**src/rtl/det_stream_sched.sv**
```systemverilog
// Round-robin scheduler sharing one serial 1-0-1 detector among N_CH byte requesters.
// Each granted word is shifted MSB-first into the detector and its match count is returned with the channel id.
module det_stream_sched #(
  parameter int N_CH   = 4,
  parameter int DATA_W = 8,
  parameter int CNT_W  = $clog2(DATA_W + 1),
  parameter int ID_W   = $clog2(N_CH)
) (
  input  logic                   clk,
  input  logic                   rst,
  input  logic [N_CH-1:0]        req_valid,
  input  logic [N_CH*DATA_W-1:0] req_data,
  output logic [N_CH-1:0]        req_ready,
  output logic                   det_rst_n,
  output logic                   det_din,
  input  logic                   det_detected,
  output logic                   res_valid,
  output logic [ID_W-1:0]        res_ch,
  output logic [CNT_W-1:0]       res_count,
  input  logic                   res_ready,
  output logic                   busy
);

  localparam int BIT_W = (DATA_W > 1) ? $clog2(DATA_W) : 1;
  localparam logic [BIT_W-1:0] LAST_BIT = BIT_W'(DATA_W - 1);

  typedef enum logic [2:0] {S_IDLE, S_CLEAR, S_SHIFT, S_DRAIN, S_RESULT} state_t;

  state_t             state_q;
  logic [ID_W-1:0]    ptr_q;
  logic [ID_W-1:0]    ch_q;
  logic [DATA_W-1:0]  sh_q;
  logic [BIT_W-1:0]   bit_q;
  logic [CNT_W-1:0]   cnt_q;

  logic               hi_found, lo_found, gnt_any;
  logic [ID_W-1:0]    hi_idx, lo_idx, gnt_idx;
  logic [DATA_W-1:0]  gnt_data;

  function automatic logic [CNT_W-1:0] sat_inc(input logic [CNT_W-1:0] v);
    return (v == {CNT_W{1'b1}}) ? v : v + 1'b1;
  endfunction

  // Lowest valid channel above the pointer wins; otherwise wrap to the lowest at or below it.
  always_comb begin
    hi_found = 1'b0;
    lo_found = 1'b0;
    hi_idx   = '0;
    lo_idx   = '0;
    for (int c = N_CH - 1; c >= 0; c--) begin
      if (req_valid[c]) begin
        if (ID_W'(c) > ptr_q) begin
          hi_found = 1'b1;
          hi_idx   = ID_W'(c);
        end else begin
          lo_found = 1'b1;
          lo_idx   = ID_W'(c);
        end
      end
    end
    gnt_any  = hi_found | lo_found;
    gnt_idx  = hi_found ? hi_idx : lo_idx;
    gnt_data = '0;
    for (int c = 0; c < N_CH; c++) begin
      if (ID_W'(c) == gnt_idx) gnt_data = req_data[c*DATA_W +: DATA_W];
    end
  end

  always_comb begin
    req_ready = '0;
    if (state_q == S_IDLE && gnt_any && !rst) req_ready[gnt_idx] = 1'b1;
  end

  assign det_rst_n = (state_q != S_IDLE) && (state_q != S_CLEAR) && !rst;
  assign det_din   = (state_q == S_SHIFT) & sh_q[DATA_W-1];
  assign res_valid = (state_q == S_RESULT);
  assign res_ch    = ch_q;
  assign res_count = cnt_q;
  assign busy      = (state_q != S_IDLE);

  always_ff @(posedge clk or posedge rst) begin
    if (rst) begin
      state_q <= S_IDLE;
      ptr_q   <= ID_W'(N_CH - 1);
      ch_q    <= '0;
      sh_q    <= '0;
      bit_q   <= '0;
      cnt_q   <= '0;
    end else begin
      case (state_q)
        S_IDLE: begin
          if (gnt_any) begin
            sh_q    <= gnt_data;
            ch_q    <= gnt_idx;
            ptr_q   <= gnt_idx;
            cnt_q   <= '0;
            state_q <= S_CLEAR;
          end
        end
        S_CLEAR: begin
          bit_q   <= '0;
          state_q <= S_SHIFT;
        end
        S_SHIFT: begin
          // The detector output lags one bit, so bit 0's edge has nothing to count yet.
          sh_q  <= sh_q << 1;
          bit_q <= bit_q + 1'b1;
          if (bit_q != '0 && det_detected) cnt_q <= sat_inc(cnt_q);
          if (bit_q == LAST_BIT) state_q <= S_DRAIN;
        end
        S_DRAIN: begin
          if (det_detected) cnt_q <= sat_inc(cnt_q);
          state_q <= S_RESULT;
        end
        S_RESULT: begin
          if (res_ready) state_q <= S_IDLE;
        end
        default: state_q <= S_IDLE;
      endcase
    end
  end

endmodule

```
**config.mk**
```make
export PLATFORM = sky130hd
export DESIGN_NAME = det_stream_sched
export DESIGN_NICKNAME = d
export VERILOG_FILES = /design/src/rtl/det_stream_sched.sv
export SDC_FILE = /design/constraint.sdc
export NUM_CORES = 1
export LEC_CHECK = 0
export CAP_MARGIN = 20
export CORE_MARGIN = 5
export CORE_UTILIZATION = 40
export DETAILED_ROUTE_END_ITERATION = 12
export DONT_BUFFER_PORTS = 1
export GPL_TIMING_DRIVEN = 0
export SYNTH_ARGS = -nofsm -noshare
export SYNTH_HDL_FRONTEND = slang
export SYNTH_SLANG_ARGS = --single-unit
```
**constraint.sdc**
```tcl
create_clock -name clk -period 5.4 [get_ports clk]
set_input_delay 0.54 -clock clk [delete_from_list [all_inputs] [get_ports clk]]
set_output_delay 0.54 -clock clk [all_outputs]
set_load 0.01 [all_outputs]
```
==> impl_results.md <==
- Setup Skew: 0.0144 ns
- Crit start category: register
- DRC violations left: 0
- Global route hottest layer: met2
- Clk pin slew, worst setup/hold paths: 0.14 ns
- Crit Path Max Fanout: 10
- Die width: 69.2 um
- Final Hold Viols: 0
- Crit path capture type: output port
- Full die area: 0.00479 mm^2
- RSZ-0062 raised after global routing: false
- Number of synthesis warnings: 0
- DP Worst Slack: 2.95 ns
- Setup TNS: 0 ns
- Worst Path Arrival: 2.20 ns
- Synthesis-to-finish area growth: 7.86%
- Largest net degree at the start of global routing: 23
- Vias: 1102
- CTS Root Cell: clkbuf_4
- Synth Cell Area: 0.00140 mm^2
- I/O pin count: 54
- Top cell type's share of synthesized area: 0.357
- Final core occ: 0.449
- Share of cells above drive strength 1: 0.164
- Grt total ovfl: 0
- EDFF count, synth: 0
- CTS tree: yes
- 1st-pass router iterations: 5
- Starting Density: 0.417
- Max-Cap Viols: 0
- Via/cell ratio: 5.92
- Row count: 21
- Post-synth cell types: 42
- Area of the core: 0.00336 mm^2
- Met2 global-route usage: 0.229
- Number of global-route vias before repair: 1169
- Fill count: 348
- Initial DRC count: 79
- WP data required: 4.86 ns
- VDD IR max: 0.000180 V
- Critical path type: register to output port
- Total Wirelength: 3.25 mm
- Final nets: 185
- Status: completed
- Final min period: 2.74 ns
- Overall Global Routing Usage: 0.140
- Initial antenna violation count: 0
- H-Tree Depth: 1
- Fin crit share: 0.507
- Post-Syn Instances: 136
- ANT nets after route: 0
- Placed cell area: 0.00146 mm^2
- Fin area: 0.00151 mm^2
- HPWL after DPL: 2.52 mm
- Port Buf Inserts: 0
- Hold Crit Class: primary input to async pin
- Biggest area consumer among synthesized cells: dfrtp_1
- Routed WL per cell: 17.5 um
- Fmax: 365 MHz
- Die Y-Extent: 69.2 um
- Max-slew headroom: 0.420
- GRT met3 Usage: 0.0420
- Hold_ws: 0.271 ns
- Post-CTS Resized: 0
- Syn nets: 180
- Max clock buf depth: 2
- Met1 usage: 0.183
- Pins over their slew limit: 0
- Clock Latency Late Sink: 0.31 ns
- Largest cells by area after synthesis: dfrtp_1, mux2i_1, a22oi_1, o221ai_1, dfstp_2
- Final setup fails: 0
- Synthesized flop and latch total: 22
- # hold bufs at CTS: 0
- Leak: 0.643 nW
- Commonest cells after routing, fill and taps aside: dfrtp_1, mux2i_1, a22oi_1
- Final WS setup: 2.66 ns
- Main flop type after synthesis: dfrtp_1
- Postcts setup bufs: 0
- Syn avg cell area: 10.3 um^2
- Post-synthesis sequential area ratio: 0.395
- First-pass GRT wire length: 5.60 mm
- Worst Tran Pin Value: 0.863 ns
- Final Wtd Congestion: 0.753
- Asr flop ratio synth: 1.00
- Inserted Diodes: 0
- Commonest non-fill, non-tap cell in the layout: dfrtp_1
- Power density cells: 615 mW/mm^2
- Clock Sinks: 22
- Num CTS Buffers: 3
synth_stat cells, types with 2 or more instances:
master,instances
inv_1,8
ha_1,4
dfrtp_1,20
mux2_2,4
nor2_1,7
dfstp_2,2
nand3b_1,3
mux2i_1,15
clkbuf_1,2
a21oi_1,5
buf_6,2
nand2_1,3
o2bb2ai_1,3
or3_1,3
nor3b_1,2
nor3_1,4
nand3_1,3
buf_2,3
o221ai_1,7
o21a_1,2
o21ai_0,5
a22oi_1,9
final cells by class:
| cell class | count | area (um^2) | share of cell area |
|---|---|---|---|
| buffer | 8 | 52.6 | 0.0348 |
| inverter | 8 | 30.0 | 0.0199 |
| clock buffer | 3 | 22.5 | 0.0149 |
| clock inverter | 1 | 30.0 | 0.0199 |
| sequential | 22 | 553 | 0.366 |
| multi-input combinational | 98 | 766 | 0.507 |
| tap | 46 | 57.6 | 0.0381 |
worst paths after layout:
kind | depth (start not counted) | slack, ns | start | endpoint
min in group clk | 1 | 0.34 | res_ready | state_q[2]
worst max-delay path | 5 | 2.66 | ptr_q[1] | req_ready[2]
worst min-delay path | 1 | 0.27 | rst | res_count[2]
max in group asynchronous | 1 | 4.58 | rst | state_q[2]
worst min register to register | 2 | 0.52 | sh_q[5] | sh_q[6]
worst max register to register | 5 | 3.48 | ptr_q[1] | sh_q[7]
stage by stage:
stage / total power [mW] / std cells
2_1_floorplan: 0.708 / 136
3_3_place_gp: 0.789 / 182
3_5_place_dp: 0.810 / 182
4_1_cts: 0.939 / 186
5_1_grt: 1.01 / 186
6_report: 0.930 / 186
per-layer routing:
metal  routed length, um  vias to the layer above
li1                    -                      521
met1                1420                      531
met2                1570                       46
met3                 249                        4
met4                  20                        0
met5                   0                        -
kinds of logic after synthesis:
family	share of synthesized area
xor+xnor	0.00625
compound gates	0.220
simple gates	0.146
buf+inv	0.0589
fa+ha+maj	0.0357
flops	0.395
mux	0.139
flip-flops by register name, summed over array words and instances (netlist names):
signal     flops
res_ch         2
res_count      4
bit_q          3
sh_q           8
ptr_q          2
state_q        3
critical path, stage by stage, from the launching register on:
cell and delay (ns):
dfstp_2 0.62, mux2i_1 0.20, a2bb2oi_1 0.26, nand3_1 0.20, buf_4 0.23, nor3b_1 0.37
report_power, final:
group	total, mW	internal, mW	switching [mW]
clock network	0.128	0.0750	0.0531
logic	0.491	0.231	0.260
registers	0.311	0.245	0.0654
total	0.930	0.551	0.379
Note: power is estimated with default switching activity, not from simulation.
